===== src/rtl/btn_sequence_reader.sv =====
`default_nettype none
// =============================================================================
// btn_sequence_reader: sync + debounce 3 buttons, emit press events, check order 0->1->2.
// Optional inter-press timeout compiled in with `BTN_SEQ_TIMEOUT_EN.  Rev 1.0
// =============================================================================
module btn_sequence_reader #(
  parameter int unsigned DEBOUNCE_CYCLES = 1000000,
  parameter int unsigned TIMEOUT_CYCLES  = 200000000
) (
  input  logic       clk,
  input  logic       rst,
  input  logic [2:0] btn,
  output logic [2:0] press_pulse,
  output logic       press_valid,
  output logic [1:0] press_code,
  output logic [1:0] stage,
  output logic       seq_ok,
  output logic       seq_err
);

  localparam logic [31:0] c_db_last = 32'(DEBOUNCE_CYCLES - 1);

  typedef enum logic [1:0] {
    IDLE = 2'd0,
    GOT0 = 2'd1,
    GOT1 = 2'd2
  } state_t;

  logic [2:0] r_sync1;
  logic [2:0] r_sync2;
  logic [2:0] w_stable;
  logic [2:0] r_stable_d;
  logic [2:0] w_rise;
  logic [1:0] w_code;
  state_t     r_state;
  state_t     w_press_next;
  logic       w_press_ok;
  logic       w_press_err;

  if (DEBOUNCE_CYCLES < 2 || TIMEOUT_CYCLES < 2) begin : g_bad_param
    $error("btn_sequence_reader: DEBOUNCE_CYCLES and TIMEOUT_CYCLES must be >= 2");
  end

  always_ff @(posedge clk or posedge rst) begin
    if (rst) begin
      r_sync1 <= '0;
      r_sync2 <= '0;
    end else begin
      r_sync1 <= btn;
      r_sync2 <= r_sync1;
    end
  end

  for (genvar i = 0; i < 3; i++) begin : g_debounce
    logic [31:0] r_cnt;
    logic        r_stb;

    always_ff @(posedge clk or posedge rst) begin
      if (rst) begin
        r_cnt <= '0;
        r_stb <= 1'b0;
      end else if (r_sync2[i] == r_stb) begin
        r_cnt <= '0;
      end else if (r_cnt == c_db_last) begin
        r_stb <= r_sync2[i];
        r_cnt <= '0;
      end else begin
        r_cnt <= r_cnt + 32'd1;
      end
    end

    assign w_stable[i] = r_stb;
  end

  assign w_rise = w_stable & ~r_stable_d;

  always_comb begin
    w_code = 2'd0;
    if (w_rise[0])      w_code = 2'd0;
    else if (w_rise[1]) w_code = 2'd1;
    else if (w_rise[2]) w_code = 2'd2;
  end

  // Edge detect against the previous stable value adds the one registered cycle.
  always_ff @(posedge clk or posedge rst) begin
    if (rst) begin
      r_stable_d  <= '0;
      press_pulse <= '0;
      press_valid <= 1'b0;
      press_code  <= '0;
    end else begin
      r_stable_d  <= w_stable;
      press_pulse <= w_rise;
      press_valid <= |w_rise;
      press_code  <= w_code;
    end
  end

  // Verdict for a press in the current state; only an exact one-hot match advances.
  always_comb begin
    w_press_next = IDLE;
    w_press_ok   = 1'b0;
    w_press_err  = 1'b0;
    case (r_state)
      IDLE:    if (press_pulse == 3'b001) w_press_next = GOT0; else w_press_err = 1'b1;
      GOT0:    if (press_pulse == 3'b010) w_press_next = GOT1; else w_press_err = 1'b1;
      GOT1:    if (press_pulse == 3'b100) w_press_ok = 1'b1;   else w_press_err = 1'b1;
      default: w_press_next = IDLE;
    endcase
  end

`ifdef BTN_SEQ_TIMEOUT_EN
  localparam logic [31:0] c_to_last = 32'(TIMEOUT_CYCLES - 1);
  logic [31:0] r_timer;

  // Timeout has priority over a coincident press, which is then dropped.
  always_ff @(posedge clk or posedge rst) begin
    if (rst) begin
      r_state <= IDLE;
      r_timer <= '0;
      seq_ok  <= 1'b0;
      seq_err <= 1'b0;
    end else begin
      seq_ok  <= 1'b0;
      seq_err <= 1'b0;
      if (r_state != IDLE && r_timer == c_to_last) begin
        seq_err <= 1'b1;
        r_state <= IDLE;
        r_timer <= '0;
      end else if (press_valid) begin
        r_state <= w_press_next;
        seq_ok  <= w_press_ok;
        seq_err <= w_press_err;
        r_timer <= '0;
      end else if (r_state != IDLE) begin
        r_timer <= r_timer + 32'd1;
      end else begin
        r_timer <= '0;
      end
    end
  end
`else
  always_ff @(posedge clk or posedge rst) begin
    if (rst) begin
      r_state <= IDLE;
      seq_ok  <= 1'b0;
      seq_err <= 1'b0;
    end else begin
      seq_ok  <= 1'b0;
      seq_err <= 1'b0;
      if (press_valid) begin
        r_state <= w_press_next;
        seq_ok  <= w_press_ok;
        seq_err <= w_press_err;
      end
    end
  end
`endif

  assign stage = r_state;

endmodule
`default_nettype wire


===== config.mk =====
export PLATFORM = sky130hd
export DESIGN_NAME = btn_sequence_reader
export DESIGN_NICKNAME = d
export VERILOG_FILES = /design/src/rtl/btn_sequence_reader.sv
export SDC_FILE = /design/constraint.sdc
export NUM_CORES = 1
export LEC_CHECK = 0
export ABC_AREA = 1
export BUFFER_PORTS_ARGS = -buffer_cell sky130_fd_sc_hd__buf_2
export CORE_ASPECT_RATIO = 1.1
export CORE_MARGIN = 2
export CORE_UTILIZATION = 45
export DETAILED_ROUTE_END_ITERATION = 7
export SLEW_MARGIN = 0
export SYNTH_ARGS = -nofsm -noshare
export SYNTH_HDL_FRONTEND = slang
export SYNTH_SLANG_ARGS = --single-unit

===== constraint.sdc =====
create_clock -name clk -period 4.15 [get_ports clk]
set_input_delay 0 -clock clk [delete_from_list [all_inputs] [get_ports clk]]
set_output_delay 0 -clock clk [all_outputs]
set_load 0.05 [all_outputs]

=== Word level (Yosys, flattened, before mapping) ===
Index checks and enable logic that the tools add are counted.

* Word-level logic and storage cells: 59
* Bits in registers: 118

* Reductions and logical operators: 5
* Muxes and demuxes: 20
* Bitwise logic cells: 5
* Eq/ne operators: 11
* Add/subtract/negate cells: 3

{| class="wikitable"
|+ Operators by type and width
! kind !! number
|-
| $mux 32 || 6
|-
| $add 32x1->32 const B || 3
|-
| $eq 32x20->1 const B || 3
|-
| $mux 1 || 8
|-
| $mux 2 || 4
|-
| $reduce_and 2->1 || 3
|-
| $pmux 2 s2 || 1
|-
| $and 3x3->3 || 1
|-
| $eq 1x1->1 || 3
|-
| $eq 3x1->1 const B || 1
|-
| $eq 3x2->1 const B || 1
|-
| $eq 3x3->1 const B || 1
|-
| $not 1->1 || 3
|-
| $not 3->3 || 1
|-
| $pmux 1 s3 || 1
|-
| $reduce_or 3->1 || 1
|-
| $eq 2x1->1 const B || 1
|-
| $eq 2x2->1 const B || 1
|-
| $logic_not 2->1 || 1
|}

=== Logic depth before layout (Yosys ltp) ===
* Word-level depth: 5
* Depth in mapped cells: 9

=== Least setup slack after synthesis ===
No wires, ideal clock.

* Path kind: reg-to-reg
* From: register g_debounce[2].r_cnt[0]
* To: register g_debounce[2].r_cnt[16]
* Stages on the path, launching flop included: 8
* Clock period less this slack: 1.467 ns
* Path buffers: 1
* Data arrival time: 1.347 ns
* Slack: 2.683 ns
* Cell sequence: dfrtp_1 > ha_1 > nand3_1 > nor2_2 > nand3_2 > o21ai_2 > buf_6 > nor2_1

* Word-level cells in the longest chain between the ends: 3

{| class="wikitable"
|+ RTL lines
! item !! RTL line !! source
|-
| start, declared || 55 || <nowiki>logic [31:0] r_cnt;</nowiki>
|-
| start signal, assigned || 68 || <nowiki>r_cnt <= r_cnt + 32'd1;</nowiki>
|-
| $add 32x1->32 / $eq 32x20->1 (equally long branches) || 68, 64 ||
|-
| $mux 32 (*) || 64 || <nowiki>end else if (r_cnt == c_db_last) begin</nowiki>
|-
| $mux 32 (*) || 62 || <nowiki>end else if (r_sync2[i] == r_stb) begin</nowiki>
|}

Every way passes the cells marked *; elsewhere a longest branch is shown, timed or not.
A chain may end at the register's enable or synchronous reset.

=== Worst setup path in the final report ===
* From: register g_debounce[1].r_cnt[0]
* To: register g_debounce[1].r_cnt[0]

* Word-level cells in the longest chain between the ends: 3

{| class="wikitable"
|+ RTL lines
! item !! RTL line
|-
| start, declared || 55
|-
| start signal, assigned || 68
|-
| $add 32x1->32 / $eq 32x20->1 (equally long branches) || 68, 64
|-
| $mux 32 (*) || 64
|-
| $mux 32 (*) || 62
|}

Marks and branches as above.

==> qor.yml <==
rows: 47
r2r-end: "g_debounce[1].r_cnt[0]$_DFF_PP0_"
numClockSinks: 118
rsz0062_at_grt: "false"
cts_root_buf: "clkbuf_16"
synthesis.area_um2: 6780
final_max_slew_viol_count: 0
ant_nets: 0
syn2layout_area_growth_pct: 14.1
nNetsFinal: 995
vdd_drop_max_mv: 0.275
htreeDepth: 4
synth_seq_cells: 118
n_antenna_cell: 0
cp-start-kind: "flip-flop"
drc_errors: 0
stdcell_area_um2: 7730
tritoncts: "built"
clock_latency_ps: 420
num_vias: 5626
grt_max_degree: 48
synth_top_cell_by_area: "dfrtp_1"
hold_slack_ps: 187
antenna_found_initial: 0
place.gp.congestion: 0.906
path_buf_inv: 0
fmaxAchievable_ghz: 0.546
final-hold-violation-count: 0
dp_hpwl_mm: 11.4
p_clk_frac: 0.561
synth_cell_types: 28
clkSlewWorstSetupHoldPaths_ps: 60
die_h_um: 133
syn_inst: 957
swShare: 0.219
p_leak_nw: 3.14
fp.coreArea_um2: 14900
synth.net_count: 965
cts_buffers: 17
power_density_nw_per_um2: 364
fin_crit_sh: 0.441
yosys-top-cells-area: "dfrtp_1 (44%), nand2_1 (17%), nor2_1 (13%)"
max_cap_violations: 0
grt_pass1_vias: 5298
ios: 15
pwr-share-seq: 0.415
final.setup.tns_ps: 0
crit_family: "compound AO/OA/AOI/OAI gates"
io_buffers: 14
ys.flop_type: "dfrtp_1"
worstMarginPinSlew_ps: 732
fin_skew_ps: 10.7
max_stage_delay_ps: 550
p_switching_uw: 616
worst-endpoint-required_ps: 4430
die_area_um2: 16100
internal_power_mw: 2.20
routed_wl_mm: 15.2
yosysWarnings: 0
reg2reg_depth: 6
track_usage: 0.204
place_area_um2: 7060
ys_seq_area_frac: 0.436
fin_crit_ps: 1830
cpMaxStageDelayCell: "o21ai_2"
relSlewSlack: 0.511
critPathCaptureType: "flip-flop"
first_pass_iters: 5
avgRoutedWirePerCell_um: 12.7
rrSetupSlack_ps: 2320
crit_fanout: 11
combPwrFrac: 0.023
ctsResizeCount: 0
status: "complete, no violations"
cts.path.max_buffers: 2
synth-edff-count: 0
hold_class: "in2async"
drive_gt1_frac: 0.113
yosysTopAreaCellShare: 0.436
start_util: 0.456
grt_pass1_wl_mm: 25.7
overflow: 0
synthArstFlopShare: 1.00
viasPerCell: 4.70
path_class: "reg2reg"
path_cells: "ha_1, nand3_2, nor2_4, nand3_2, o21ai_2, nor2_1"
avgSynthCellArea_um2: 7.08
r2r-start: "g_debounce[1].r_cnt[0]$_DFF_PP0_"
die_x_um: 121
cp.arrival_ps: 2110
drt_iter0_drc: 335
path_common_cell: "nand3_2"
setup_viol: 0
-- worst min-delay path: cells and delay by family --
kind	cells	cell delay (ps)
buffers and inverters	3	1070
-- per-layer routing --
layer | GRT usage | vias up | part of all wire
met2 | 0.329 | 77 | 0.48
met5 | 0 | - | 0
met4 | 0.0736 | 0 | 0.021
li1 | - | 2966 | -
met1 | 0.270 | 2567 | 0.47
met3 | 0.0427 | 16 | 0.031
-- stage by stage --
stage / utilization / worst slack (ps) / power, mW / cells
after global placement: 0.474 / 2290 / 1.26 / 1160
after global routing: 0.520 / 2120 / 2.91 / 1196
after detailed placement: 0.474 / 2280 / 1.26 / 1160
after floorplan: - / 1020 / 1.24 / 957
final: 0.520 / 2320 / 2.82 / 1196
after CTS: 0.520 / 2280 / 2.85 / 1196
-- worst max-delay path by stage --
stage,start,to,cells after the start
6_report,g_debounce[1].r_cnt[0]$_DFF_PP0_,g_debounce[1].r_cnt[0]$_DFF_PP0_,6
5_1_grt,g_debounce[1].r_cnt[0]$_DFF_PP0_,g_debounce[1].r_cnt[0]$_DFF_PP0_,6
4_1_cts,g_debounce[1].r_cnt[0]$_DFF_PP0_,g_debounce[1].r_cnt[0]$_DFF_PP0_,6
3_5_place_dp,g_debounce[1].r_cnt[0]$_DFF_PP0_,g_debounce[1].r_cnt[0]$_DFF_PP0_,6
3_3_place_gp,g_debounce[1].r_cnt[0]$_DFF_PP0_,g_debounce[1].r_cnt[0]$_DFF_PP0_,6
2_1_floorplan,rst,g_debounce[0].r_cnt[0]$_DFF_PP0_,1
-- kinds of logic (layout without fill, tap and decap cells) --
group / Yosys count / count (layout) / share of synthesized area
flops: 118 / 118 / 0.436
fa+ha+maj: 3 / 3 / 0.00554
simple gates: 663 / 663 / 0.420
xor+xnor: 43 / 43 / 0.0555
buf+inv: 105 / 148 / 0.0614
compound gates: 25 / 25 / 0.0223
-- cells in the mapped netlist, types with 6 or more instances --
cell and n:
nand2_2 9, xor2_1 26, nor2_2 30, nor2_1 234, dfrtp_1 118, nor2_4 13, xnor2_1 17, a21oi_1 12
clkbuf_1 6, nand2_1 305, nand3_1 54, inv_1 95
-- power groups by stage --
stage	combinational, mW	sequential [mW]	clock [mW]
2_1_floorplan	0.0510	1.19	0
3_3_place_gp	0.0660	1.19	0
3_5_place_dp	0.0661	1.19	0
4_1_cts	0.0695	1.17	1.61
5_1_grt	0.0771	1.17	1.66
6_report	0.0654	1.17	1.58
-- cell type report --
| type | instances | area [µm²] |
|---|---|---|
| Fill cell | 1465 | 7140 |
| Tap cell | 196 | 245 |
| Timing Repair Buffer | 20 | 125 |
| Inverter | 96 | 363 |
| Clock inverter | 14 | 199 |
| Sequential cell | 118 | 2950 |
| Multi-Input combinational cell | 734 | 3410 |
| Clock buffer | 18 | 439 |
-- layout by cell type (no fill, tap or decap), types with 2 or more instances in the layout --
cell and n:
nor2_2 30, nand3b_1 3, ha_1 3, nand2_2 9
o21ai_0 3, nor2_4 13, inv_6 3, nand3_1 54
buf_2 14, o21ai_2 3, clkinvlp_4 4, bufinv_16 4
nand2_4 2, nand2_1 305, o22ai_1 2, clkinv_4 2
xnor2_1 17, nor3_1 2, nand3_2 4, inv_1 94
nor2_1 234, nor3b_1 2, nand4_1 2, dlygate4sd3_1 4
dfrtp_1 118, o21bai_1 5, a21oi_1 12, clkbuf_16 17
buf_4 2, xor2_1 26
-- sequential cells by signal (all words and copies together) (netlist names) --
register,cells
seq_ok,1
press_valid,1
r_stable_d,3
g_debounce.r_cnt,96
r_sync2,3
press_code,2
stage,2
seq_err,1
g_debounce.r_stb,3
press_pulse,3
r_sync1,3
-- repair_timing --
action                    4_1_cts  5_1_grt
setup buffers                   0        0
hold buffers                    4        0
hold endpoints to repair       48        0
Power figures use the tool's default switching activity.
